$ cat src/rtl/window_sum_detector.sv
// ---------------------------------------------------------------------------
// window_sum_detector
//
// Watches the moving-window sum coming out of the 5-tap sample filter and
// turns sustained excursions into discrete events:
//   - entry needs DEBOUNCE consecutive valid samples at or above HI_THR
//   - an event ends on the first valid sample below LO_THR (hysteresis band
//     between LO_THR and HI_THR keeps the event alive)
//   - after release the detector is deaf for a hold-off period
// For each event it reports the start, the peak sum seen while the event was
// running, and a saturating count of events.
//
// Ports
//   clk          clock
//   reset        synchronous, active-high reset
//   sum_in       window sum from the filter stage (SUM_W bits, unsigned)
//   sum_valid    sum_in is valid this cycle
//   clear_stats  zero event_count on the next clock
//   active       high while an event is in progress
//   event_pulse  one-cycle pulse when an event starts
//   peak_valid   one-cycle pulse when peak_value is refreshed at release
//   peak_value   largest sum_in of the most recently completed event
//   event_count  number of events detected, sticks at all-ones
// ---------------------------------------------------------------------------
module window_sum_detector #(
  parameter int SUM_W    = 12,
  parameter int HI_THR   = 640,
  parameter int LO_THR   = 384,
  parameter int DEBOUNCE = 3,
  parameter int HOLDOFF  = 8,
  parameter int EVT_W    = 16
) (
  input  logic             clk,
  input  logic             reset,
  input  logic [SUM_W-1:0] sum_in,
  input  logic             sum_valid,
  input  logic             clear_stats,
  output logic             active,
  output logic             event_pulse,
  output logic             peak_valid,
  output logic [SUM_W-1:0] peak_value,
  output logic [EVT_W-1:0] event_count
);

  // Counters are sized so that the terminal value itself is representable.
  localparam int DEB_W  = (DEBOUNCE < 2) ? 1 : $clog2(DEBOUNCE + 1);
  localparam int HOLD_W = (HOLDOFF < 2) ? 1 : $clog2(HOLDOFF + 1);

  localparam logic [SUM_W-1:0]  HI_VAL   = SUM_W'(HI_THR);
  localparam logic [SUM_W-1:0]  LO_VAL   = SUM_W'(LO_THR);
  localparam logic [DEB_W-1:0]  DEB_LAST = DEB_W'(DEBOUNCE);
  localparam logic [HOLD_W-1:0] HOLD_LD  = HOLD_W'(HOLDOFF);
  localparam logic [EVT_W-1:0]  EVT_MAX  = {EVT_W{1'b1}};

  typedef enum logic [1:0] {
    ST_IDLE,
    ST_ARMING,
    ST_ACTIVE,
    ST_HOLDOFF
  } state_t;

  state_t            state_q, state_d;
  logic [DEB_W-1:0]  deb_q, deb_d;
  logic [HOLD_W-1:0] hold_q, hold_d;
  logic [SUM_W-1:0]  run_peak_q, run_peak_d;
  logic              active_q, active_d;
  logic              event_pulse_q, event_pulse_d;
  logic              peak_valid_q, peak_valid_d;
  logic [SUM_W-1:0]  peak_value_q, peak_value_d;
  logic [EVT_W-1:0]  event_count_q, event_count_d;

  logic              hi_hit;
  logic              enter_active;
  logic [SUM_W-1:0]  peak_with_sample;

  assign hi_hit           = sum_valid && (sum_in >= HI_VAL);
  assign peak_with_sample = (sum_in > run_peak_q) ? sum_in : run_peak_q;

  // Next-state and output computation. Every registered output is derived
  // from the next state so the ports change on the edge that captures the
  // deciding sample.
  always_comb begin
    state_d       = state_q;
    deb_d         = deb_q;
    hold_d        = hold_q;
    run_peak_d    = run_peak_q;
    peak_value_d  = peak_value_q;
    event_count_d = event_count_q;
    event_pulse_d = 1'b0;
    peak_valid_d  = 1'b0;
    enter_active  = 1'b0;

    case (state_q)
      ST_IDLE: begin
        if (hi_hit) begin
          // The first qualifying sample seeds the running peak.
          run_peak_d = sum_in;
          if (DEBOUNCE <= 1) begin
            enter_active = 1'b1;
          end else begin
            state_d = ST_ARMING;
            deb_d   = DEB_W'(1);
          end
        end
      end

      ST_ARMING: begin
        if (sum_valid) begin
          if (sum_in >= HI_VAL) begin
            run_peak_d = peak_with_sample;
            if (deb_q + DEB_W'(1) >= DEB_LAST) begin
              enter_active = 1'b1;
            end else begin
              deb_d = deb_q + DEB_W'(1);
            end
          end else begin
            // A single dip below HI_THR breaks the debounce run.
            state_d = ST_IDLE;
            deb_d   = '0;
          end
        end
      end

      ST_ACTIVE: begin
        if (sum_valid) begin
          if (sum_in < LO_VAL) begin
            // The releasing sample is deliberately left out of the peak.
            peak_value_d = run_peak_q;
            peak_valid_d = 1'b1;
            if (HOLDOFF == 0) begin
              state_d = ST_IDLE;
            end else begin
              state_d = ST_HOLDOFF;
              hold_d  = HOLD_LD;
            end
          end else begin
            run_peak_d = peak_with_sample;
          end
        end
      end

      ST_HOLDOFF: begin
        // Counts clocks, not samples; inputs are ignored until IDLE.
        if (hold_q == '0) begin
          state_d = ST_IDLE;
        end else begin
          hold_d = hold_q - HOLD_W'(1);
        end
      end

      default: begin
        state_d = ST_IDLE;
      end
    endcase

    if (enter_active) begin
      state_d       = ST_ACTIVE;
      deb_d         = '0;
      event_pulse_d = 1'b1;
    end

    // A clear that lands on the same edge as a new event still counts that
    // event, so the result is 1 rather than 0.
    if (clear_stats) begin
      event_count_d = enter_active ? EVT_W'(1) : '0;
    end else if (enter_active && (event_count_q != EVT_MAX)) begin
      event_count_d = event_count_q + EVT_W'(1);
    end

    active_d = (state_d == ST_ACTIVE);
  end

  // State and output registers. Reset drops any event in flight without
  // reporting a peak.
  always_ff @(posedge clk) begin
    if (reset) begin
      state_q       <= ST_IDLE;
      deb_q         <= '0;
      hold_q        <= '0;
      run_peak_q    <= '0;
      active_q      <= 1'b0;
      event_pulse_q <= 1'b0;
      peak_valid_q  <= 1'b0;
      peak_value_q  <= '0;
      event_count_q <= '0;
    end else begin
      state_q       <= state_d;
      deb_q         <= deb_d;
      hold_q        <= hold_d;
      run_peak_q    <= run_peak_d;
      active_q      <= active_d;
      event_pulse_q <= event_pulse_d;
      peak_valid_q  <= peak_valid_d;
      peak_value_q  <= peak_value_d;
      event_count_q <= event_count_d;
    end
  end

  assign active      = active_q;
  assign event_pulse = event_pulse_q;
  assign peak_valid  = peak_valid_q;
  assign peak_value  = peak_value_q;
  assign event_count = event_count_q;

endmodule

$ cat config.mk
export PLATFORM = sky130hd
export DESIGN_NAME = window_sum_detector
export DESIGN_NICKNAME = d
export VERILOG_FILES = /design/src/rtl/window_sum_detector.sv
export SDC_FILE = /design/constraint.sdc
export NUM_CORES = 1
export LEC_CHECK = 0
export CAP_MARGIN = 40
export CORE_MARGIN = 3
export CORE_UTILIZATION = 53
export DETAILED_ROUTE_END_ITERATION = 7
export PLACE_DENSITY = 0.8
export SLEW_MARGIN = 25
export SYNTH_ARGS = -nofsm -noshare
export SYNTH_HDL_FRONTEND = slang
export SYNTH_SLANG_ARGS = --single-unit
$ cat constraint.sdc
create_clock -name clk -period 2.66 [get_ports clk]
set_clock_uncertainty 0.15 [all_clocks]
set_input_delay 0.399 -clock clk [delete_from_list [all_inputs] [get_ports clk]]
set_output_delay 0.399 -clock clk [all_outputs]
set_load 0.01 [all_outputs]
==> flow_summary.yaml, run 1 <==
outcome:
  status: "finished clean"
synth:
  synth_seq_area_share_pct: 36.7
  muxShareOfSynthArea_pct: 5.76
  synth.distinct_cells: 52
  synth_compound_area_share_pct: 15.2
  ys_async_sr_fraction_pct: 0
  synthSimpleGateAreaFrac_pct: 24.9
  synth_top_family_by_area: "simple AND/OR/NAND/NOR gates"
  yosys.area.top_type: "dfxtp_1"
  syn_area_um2: 2780
  yosysWarningCount: 0
  synth-edff-count: 0
  syn_area_per_cell_um2: 8.58
  synthXorXnorAreaFrac_pct: 3.15
  synth.top_cells.by_area: "dfxtp_1 (37%), ha_1 (8.6%), nor2_1 (6.5%)"
  syn-num-nets: 359
  synthAdderAreaFrac_pct: 8.55
  postSynthCellCount: 324
  ys_ff_latch: 51
  synth_top_cell_area_share_pct: 36.7
  ys.flop_type: "dfxtp_1"
sta:
  slew_violations: 0
  hold_violations: 0
  fin_crit_sh_pct: 87.7
  setup-tns-final_ns: 0
  max_slew_margin_pct: 63.4
  max_freq_mhz: 429
  finalSetupViolations: 0
  whs_ns: 0.320
  rsz0062_at_grt: "no"
  tightest_slew_ns: 0.535
  fin_crit_ns: 2.33
worst_hold_path:
  hold_path.class: "flop to flop"
  holdCritStartpoint: "run_peak_q[6]$_SDFFE_PP0P_"
layout:
  drive_above_1_share_pct: 8.47
  insertedDiodeCount: 0
  final_common_cell: "dfxtp_1"
  syn_to_final_growth_pct: 24.3
  finalNonFillerCells: 445
  ff_latch_area_um2: 1020
  nNetsFinal: 413
  fillers: 410
  final_cell_mix: "dfxtp_1 (51), nor2_1 (48), clkdlybuf4s50_1 (46)"
  final_util_pct: 70.8
  multi_input_area_um2: 1600
placed_design:
  place_congestion: 0.809
  placed_cells: 438
  io_buffers: 46
  dpl.hpwl_um: 4620
routing:
  drc: 0
  viasPerCell: 5.37
  via_count: 2388
  totalWireLength_um: 6280
  drt_iter0_drc: 152
  first_pass_iters: 4
  ant_nets: 0
  wire_per_inst_um: 14.1
worst_setup_path:
  slowest_delay_ns: 0.54
  worst-path-max-fanout: 7
  arrival_ns: 2.36
  cp.required_ns: 2.69
  worst_setup_path_start_kind: "input port"
  r2r_slack_ns: 0.42
  end_kind: "flop"
  crit_buf_inv: 2
  path_class: "input port to flop"
  worstPathCellList: "clkdlybuf4s50_1 -> ha_1 -> nand4_1 -> or4_1 -> o211ai_1 -> a41oi_1 -> buf_4 -> mux2i_1"
  reg2reg_from: "state_q[1]$_SDFF_PP0_"
  crit_slowest_cell: "or4_1"
  critPathLaunch: "sum_in[11]"
  cpLargestDelayFamily: "simple AND/OR/NAND/NOR gates"
global_route:
  grt_antenna_before_repair: 0
  grt.overflow.total: 0
  grt_start_max_net_pins: 48
  grt_pass1_wl_um: 10600
  grt_pass1_vias: 2240
  gr-usage-all-layers_pct: 21.6
die:
  core_um2: 4880
  start_util_pct: 56.9
  die_y_um: 78.4
  rows: 25
  io_pins: 47
  die_area_um2: 6150
  dieWidth_um: 78.4
clock_network:
  clock-sinks: 51
  cts_root_buf: "clkbuf_8"
  clk_pin_slew_ns: 0.08
  postCtsResizedCells: 0
  cts_buffer_depth: 2
  numCtsBuffers: 5
  clk_latency_ns: 0.30
  hold_buffers: 0
  cts_tree: "built"
  htree_num_levels: 2
  post_cts_buffers: 0
power_and_ir_drop:
  max-vdd-ir-drop_mv: 0.386
  sw_frac_of_total_pct: 25.6
  leakagePower_uw: 0.00131
  p_seq_share_pct: 54.5
  p_clk_share_pct: 30.9
  combPwrFrac_pct: 14.6
  power_density_nw_per_um2: 425
  p_switching_uw: 375
  power_uw: 1470
  power.internal_uw: 1090
job:
  drv_cap: 0
## cell families (layout without fill, tap and decap cells)
kind of cell / count (synthesis) / count (layout)
simple gates: 129 / 129
compound gates: 61 / 61
flops: 51 / 51
buf+inv: 38 / 92
fa+ha+maj: 19 / 19
mux: 16 / 16
xor+xnor: 10 / 10
## registers in the layout, summed over array words and instances, names as in the netlist, 2 cells and up
register / flops
event_count: 16
deb_q: 2
state_q: 2
hold_q: 4
run_peak_q: 12
peak_value: 12
## synthesized netlist by cell type (4+ instances only)
| cell | n |
|---|---|
| a21oi_1 | 24 |
| nand2_1 | 9 |
| clkbuf_1 | 8 |
| mux2i_1 | 16 |
| nand3_1 | 8 |
| a2111oi_0 | 4 |
| nor2_1 | 48 |
| a211oi_1 | 7 |
| nand2b_1 | 24 |
| o21ai_0 | 7 |
| dfxtp_1 | 51 |
| xnor2_1 | 8 |
| nor3_1 | 7 |
| nand4_1 | 7 |
| ha_1 | 19 |
| inv_1 | 25 |
## worst paths after layout
path              cells after the start                    endpoint
hold reg to reg                       2  run_peak_q[6]$_SDFFE_PP0P_
setup reg to reg                      7           active$_SDFF_PP0_
hold / removal                        2  run_peak_q[6]$_SDFFE_PP0P_
setup / recovery                      8  run_peak_q[5]$_SDFFE_PP0P_
## final cells by class
class,count,area share [%]
inverter,25,2.72
clock buffer,6,2.39
multi-input combinational,235,46.4
clock inverter,1,0.145
sequential,51,29.6
tap,67,2.43
timing repair buffer,60,16.4
## power by group through the flow
stage,Clock (uW),Sequential [uW],Combinational (uW)
global placement,0,815,207
finish,454,799,215
detailed placement,0,817,212
global route,492,802,239
CTS,463,799,215
floorplan,0,812,137
## worst min-delay path: cells and delay by family (launching register included)
kind	cells	cell delay [ns]
multiplexers	1	0.05
AND/OR/NAND/NOR	1	0.06
flip-flops	1	0.32
## metrics by stage
step | worst slack, ns | cell area (um2)
6_report | 0.328 | 3450
5_1_grt | 0.140 | 3450
4_1_cts | 0.341 | 3450
3_5_place_dp | 0.0243 | 3370
3_3_place_gp | 0.0932 | 3370
2_1_floorplan | 0.493 | 2780
## metal layers
| layer | routed length [um] | vias up | GRT usage [%] |
|---|---|---|---|
| li1 | - | 1224 | - |
| met1 | 3180 | 1110 | 29.7 |
| met2 | 2820 | 48 | 34.7 |
| met3 | 219 | 6 | 4.47 |
| met4 | 57 | 0 | 5.24 |
| met5 | 0 | - | 0 |
No activity file was read; power rests on OpenSTA's default activity.
==> inputs of run 2 (changes only) <==
Settings changed: ABC_AREA set to 1, CORE_UTILIZATION 53 to 55, PLACE_DENSITY 0.8 to 0.82.
Clock period 2.66 ns to 2.85 ns, I/O delays scaled along.
==> run 2 against run 1 <==
  * Hold slack got worse by 0.00063 ns
  * Critical path depth rose by 2
  * Clock power rose by 17%
  * Final area rose by 2.9%
  * Largest power group unchanged
==> flow_summary.yaml, run 2 <==
layout:
  drive_above_1_share_pct: 6.18
  largest_reg_flops: 16
  fillers: 420
  nNetsFinal: 503
  multi_input_area_um2: 1610
  final_cell_mix: "nand2_1 (81), inv_1 (59), dfxtp_1 (51)"
  final_area_um2: 3550
  ff_latch_area_um2: 1020
  syn_to_final_growth_pct: 21.8
  insertedDiodeCount: 0
  final_common_cell: "nand2_1"
worst_setup_path:
  cpLargestDelayFamily: "simple AND/OR/NAND/NOR gates"
  crit_slowest_cell: "clkdlybuf4s50_1"
  r2r_slack_ns: 0.67
  worstPathCellList: "clkdlybuf4s50_1 -> o21ai_1 -> nand2_1 -> nand2_1 -> nand2_1 -> nand2_1 -> nor2_4 -> nand3_1 -> nand2_1 -> nor2_1"
  crit_buf_inv: 1
  path_class: "input port to flop"
  cpMostUsedCell: "nand2_1"
  end_kind: "flop"
  worst_setup_path_start_kind: "input port"
  arrival_ns: 2.27
  cp.required_ns: 2.90
  cp_num_cells: 10
  worst-path-max-fanout: 24
  reg2reg_from: "event_count[0]$_SDFFE_PP0P_"
  slowest_delay_ns: 0.53
  reg2reg_depth: 7
  reg2reg_to: "event_count[15]$_SDFFE_PP0P_"
synth:
  ys_async_sr_fraction_pct: 0
  synth-edff-count: 0
  syn_area_um2: 2920
  postSynthCellCount: 422
  ys_ff_latch: 51
  yosysWarningCount: 0
  synth.distinct_cells: 31
  yosys-top-cells-count: "nand2_1 (81), inv_1 (59), dfxtp_1 (51)"
  syn-num-nets: 457
  synth_seq_area_share_pct: 35.0
  synth_top_cell_area_share_pct: 35.0
  syn_area_per_cell_um2: 6.91
  synth.most_common_cell: "nand2_1"
  synth.top_cells.by_area: "dfxtp_1 (35%), nand2_1 (10%), ha_1 (8.1%)"
  yosys.area.top_type: "dfxtp_1"
  ys.flop_type: "dfxtp_1"
outcome:
  status: "finished clean"
die:
  io_pins: 47
  die_y_um: 78.8
  dieWidth_um: 78.8
  rows: 25
  core_um2: 4910
  die_area_um2: 6210
  start_util_pct: 59.4
sta:
  fin_crit_ns: 2.22
  hold_violations: 0
  tightest_slew_ns: 0.787
  finalSetupViolations: 0
  max_freq_mhz: 450
  max_slew_margin_pct: 47.5
  setup-tns-final_ns: 0
  rsz0062_at_grt: "no"
  slew_violations: 0
  fin_crit_sh_pct: 77.9
placed_design:
  place_congestion: 0.915
  io_buffers: 46
  post_dp_cell_area_um2: 3440
  dpl.hpwl_um: 4980
routing:
  ant_nets: 0
  via_count: 2861
  first_pass_iters: 4
  wire_per_inst_um: 12.9
  drc: 0
  drt_iter0_drc: 198
  totalWireLength_um: 6890
  viasPerCell: 5.34
clock_network:
  cts_tree: "built"
  numCtsBuffers: 5
  clk_pin_slew_ns: 0.09
  cts_root_buf: "clkbuf_8"
  cts_buffer_depth: 2
  hold_buffers: 0
  htree_num_levels: 2
  post_cts_buffers: 0
  clk_latency_ns: 0.31
  clock-sinks: 51
  postCtsResizedCells: 0
job:
  drv_cap: 0
worst_hold_path:
  min_to: "hold_q[3]$_SDFFE_PP0P_"
  holdCritStartpoint: "hold_q[3]$_SDFFE_PP0P_"
  hold_path.class: "flop to flop"
  whs_path_depth: 2
global_route:
  grt_pass1_wl_um: 11700
  grt.overflow.total: 0
  grt_pass1_vias: 2560
  grt_start_max_net_pins: 27
  gr-usage-all-layers_pct: 23.3
  grt_antenna_before_repair: 0
power_and_ir_drop:
  leakagePower_uw: 0.00147
  max-vdd-ir-drop_mv: 0.358
  power_density_nw_per_um2: 447
## run 2: worst min-delay path: stages (launching register included)
cell and delay (ns):
dfxtp_1 0.32, nand2_1 0.06, a21oi_1 0.05
## run 2: power breakdown
group | leakage, uW | internal (uW) | total, uW | switching (uW)
clock network | 0.0000612 | 284 | 529 | 245
logic | 0.000998 | 118 | 296 | 178
registers | 0.000414 | 745 | 764 | 19.0
total | 0.00147 | 1150 | 1590 | 442
## run 2: worst max-delay path by stage
stage               slack (ns)                     endpoint  startpoint
CTS                       0.64  run_peak_q[10]$_SDFFE_PP0P_   sum_in[7]
floorplan                 0.98  run_peak_q[10]$_SDFFE_PP0P_  sum_in[11]
global route              0.46   run_peak_q[7]$_SDFFE_PP0P_   sum_in[7]
finish                    0.63  run_peak_q[10]$_SDFFE_PP0P_   sum_in[7]
global placement          0.40   run_peak_q[7]$_SDFFE_PP0P_   sum_in[7]
detailed placement        0.36   run_peak_q[5]$_SDFFE_PP0P_  sum_in[11]
## run 2: cells by family (layout without fill, tap and decap cells)
family,after synthesis,after routing,share of synthesized area [%]
xor+xnor,4,4,1.20
compound gates,72,72,13.1
simple gates,204,204,32.7
buf+inv,72,119,9.86
flops,51,51,35.0
fa+ha+maj,19,19,8.15
## run 2: layer usage
layer / vias up / global-route usage, % / share of wire, %
met5: - / 0 / 0
met4: 0 / 7.22 / 1.4
met3: 9 / 3.97 / 5.5
met2: 89 / 37.0 / 46
met1: 1290 / 32.3 / 47
li1: 1473 / - / -
## run 2: stage by stage
step	worst slack (ns)	std cells	total power, uW	utilization, %	hold WS (ns)
2_1_floorplan	0.982	422	994	-	0.289
3_3_place_gp	0.400	528	1060	70.0	0.300
3_5_place_dp	0.359	528	1070	70.0	0.309
4_1_cts	0.640	536	1600	72.4	0.323
5_1_grt	0.459	536	1680	72.4	0.346
6_report	0.629	536	1590	72.4	0.320
## run 2: final cells by class
class                   count  area share [%]
clock buffers               6            2.32
inverters                  60            6.34
repair buffers             51            14.0
well taps                  67            2.36
multi-input cells         299            45.3
flip-flops and latches     51            28.7
clock inverters             2           0.986
==> inputs of run 3 (changes only) <==
Settings changed: CORE_UTILIZATION 55 to 54, PLACE_DENSITY 0.82 to 0.8.
Clock period 2.85 ns to 2.1 ns, I/O delays scaled along.
==> run 3 against run 2 <==
  * Sequential power rose by 36%
  * Non-clock buffer count rose by 26
  * Utilization rose by 1.2 points
  * Cell count rose by 5.4%
  * First-iteration DRC count fell by 5.1%
  * Via count rose by 3.6%
  * Sequential cell count did not move
  * Count of clock-buffer cells in the layout did not move
  * Hold slack improved by 0.0020 ns
  * Worst setup slack got worse by 0.52 ns
  * Sequential share of layout area fell by 1.9 points
==> flow_summary.yaml, run 3 (same netlist as run 2, synthesis figures left out) <==
clock_network:
  cts_root_buf: "clkbuf_8"
  clock-sinks: 51
  htree_num_levels: 2
  clk_pin_slew_ns: 0.09
  hold_buffers: 0
  cts_buffer_depth: 2
  numCtsBuffers: 5
  postCtsResizedCells: 0
  cts_tree: "built"
  clk_latency_ns: 0.30
  post_cts_buffers: 0
routing:
  drt_iter0_drc: 188
  wire_per_inst_um: 12.3
  viasPerCell: 5.25
  via_count: 2964
  first_pass_iters: 4
  totalWireLength_um: 6980
  ant_nets: 0
  drc: 0
job:
  drv_cap: 0
layout:
  insertedDiodeCount: 0
  multi_input_area_um2: 1650
  final_cell_mix: "nand2_1 (79), inv_1 (58), dfxtp_1 (51)"
  final_util_pct: 73.6
  fillers: 409
  drive_above_1_share_pct: 12.3
  final_common_cell: "nand2_1"
  nNetsFinal: 529
  syn_to_final_growth_pct: 30.4
  ff_latch_area_um2: 1020
  largest_reg_flops: 16
global_route:
  grt_antenna_before_repair: 0
  grt_pass1_wl_um: 11900
  grt_pass1_vias: 2755
  grt_start_max_net_pins: 27
  gr-usage-all-layers_pct: 23.1
  grt.overflow.total: 0
sta:
  setup-tns-final_ns: 0
  max_slew_margin_pct: 50.7
  fin_crit_ns: 1.99
  max_freq_mhz: 503
  fin_crit_sh_pct: 94.6
  tightest_slew_ns: 0.738
  slew_violations: 0
  hold_violations: 0
  layout_setup_ws_ns: 0.113
  rsz0062_at_grt: "yes"
  finalSetupViolations: 0
die:
  die_y_um: 79.5
  rows: 26
  dieWidth_um: 79.5
  start_util_pct: 56.4
  die_area_um2: 6320
  core_um2: 5170
  io_pins: 47
placed_design:
  io_buffers: 46
  dpl.hpwl_um: 5280
  place_congestion: 0.893
  dp_slack_ns: -0.267
worst_setup_path:
  reg2reg_to: "event_count[5]$_SDFFE_PP0P_"
  cpLargestDelayFamily: "buffers and inverters"
  worst_setup_path_start_kind: "input port"
  slowest_delay_ns: 0.54
  worstPathCellList: "clkdlybuf4s50_1 -> buf_4 -> o21ai_1 -> nand2_2 -> nand2_2 -> nor2_2 -> nand2_2 -> nor2_8 -> buf_4 -> buf_4 -> a21oi_1 -> nor2_1"
  crit_buf_inv: 4
  cp.required_ns: 2.19
  reg2reg_from: "event_count[1]$_SDFFE_PP0P_"
  end_kind: "flop"
  worst-path-max-fanout: 5
  path_class: "input port to flop"
  reg2reg_depth: 10
  arrival_ns: 2.08
  r2r_slack_ns: 0.19
  crit_slowest_cell: "clkdlybuf4s50_1"
worst_hold_path:
  hold_path.class: "flop to flop"
  holdCritStartpoint: "deb_q[1]$_SDFFE_PP0P_"
  min_to: "deb_q[1]$_SDFFE_PP0P_"
  whs_path_depth: 2
power_and_ir_drop:
  sw_frac_of_total_pct: 29.5
  p_seq_share_pct: 50.5
  power_density_nw_per_um2: 541
  p_clk_share_pct: 27.1
  combPwrFrac_pct: 22.3
  leakagePower_uw: 0.00161
  power_uw: 2060
  p_switching_uw: 607
  power.internal_uw: 1450
  max-vdd-ir-drop_mv: 0.417
outcome:
  status: "finished clean"
run 3: changes by cell type in the layout (fill, tap and decap cells not counted), moves of 2 or more:
cell     change
buf_4       +23
buf_12       +3
ha_1         -2
ha_4         +2
nand2_1      -2
nand2_2      +2
run 3: how the worst max path moves through the flow:
stage                                startpoint                           to  slack (ns)  cells after the start
floorplan           event_count[0]$_SDFFE_PP0P_  event_count[2]$_SDFFE_PP0P_        0.28                      9
global placement                     sum_in[11]   run_peak_q[1]$_SDFFE_PP0P_       -0.15                     14
detailed placement                   sum_in[11]   run_peak_q[2]$_SDFFE_PP0P_       -0.27                     14
CTS                                  sum_in[11]   run_peak_q[2]$_SDFFE_PP0P_        0.07                     14
global route                         sum_in[11]   run_peak_q[6]$_SDFFE_PP0P_       -0.03                     13
finish                                sum_in[7]  event_count[5]$_SDFFE_PP0P_        0.11                     12
run 3: power groups by stage:
stage                     clock [uW]  combinational, uW  sequential (uW)
after detailed placement           0                442             1060
final                            558                460             1040
after CTS                        580                444             1040
after global routing             613                528             1050
after global placement             0                425             1060
after floorplan                    0                296             1050
run 3: worst register-to-register path, delay by kind of cell, from the launching register on:
family / cells / cell delay, ns
buffers and inverters: 3 / 0.33
AO/OA/AOI/OAI: 1 / 0.11
flip-flops: 1 / 0.41
AND/OR/NAND/NOR: 5 / 0.59
adder cells (fa/ha/maj): 1 / 0.23
run 3: area by class of cell:
| cell class | instances | area share, % |
|---|---|---|
| Clock buffer | 6 | 1.91 |
| Clock inverter | 2 | 0.329 |
| Inverter | 60 | 5.92 |
| Multi-Input combinational cell | 299 | 43.4 |
| Sequential cell | 51 | 26.8 |
| Tap cell | 70 | 2.30 |
| Timing Repair Buffer | 77 | 19.3 |
run 3: metrics by stage:
stage	hold WS, ns	cell area (um2)	std cells
finish	0.322	3800	565
global route	0.351	3800	565
CTS	0.322	3760	565
detailed placement	0.307	3670	557
global placement	0.303	3670	557
floorplan	0.289	2920	422
run 3: layer usage:
layer	global-route usage, %	part of all wire [%]	wire (um)	up-vias
met3	4.18	5.6	390	4
met5	0	0	0	-
met1	27.9	44	3090	1349
met2	41.5	49	3450	94
li1	-	-	-	1517
met4	6.53	0.63	44	0
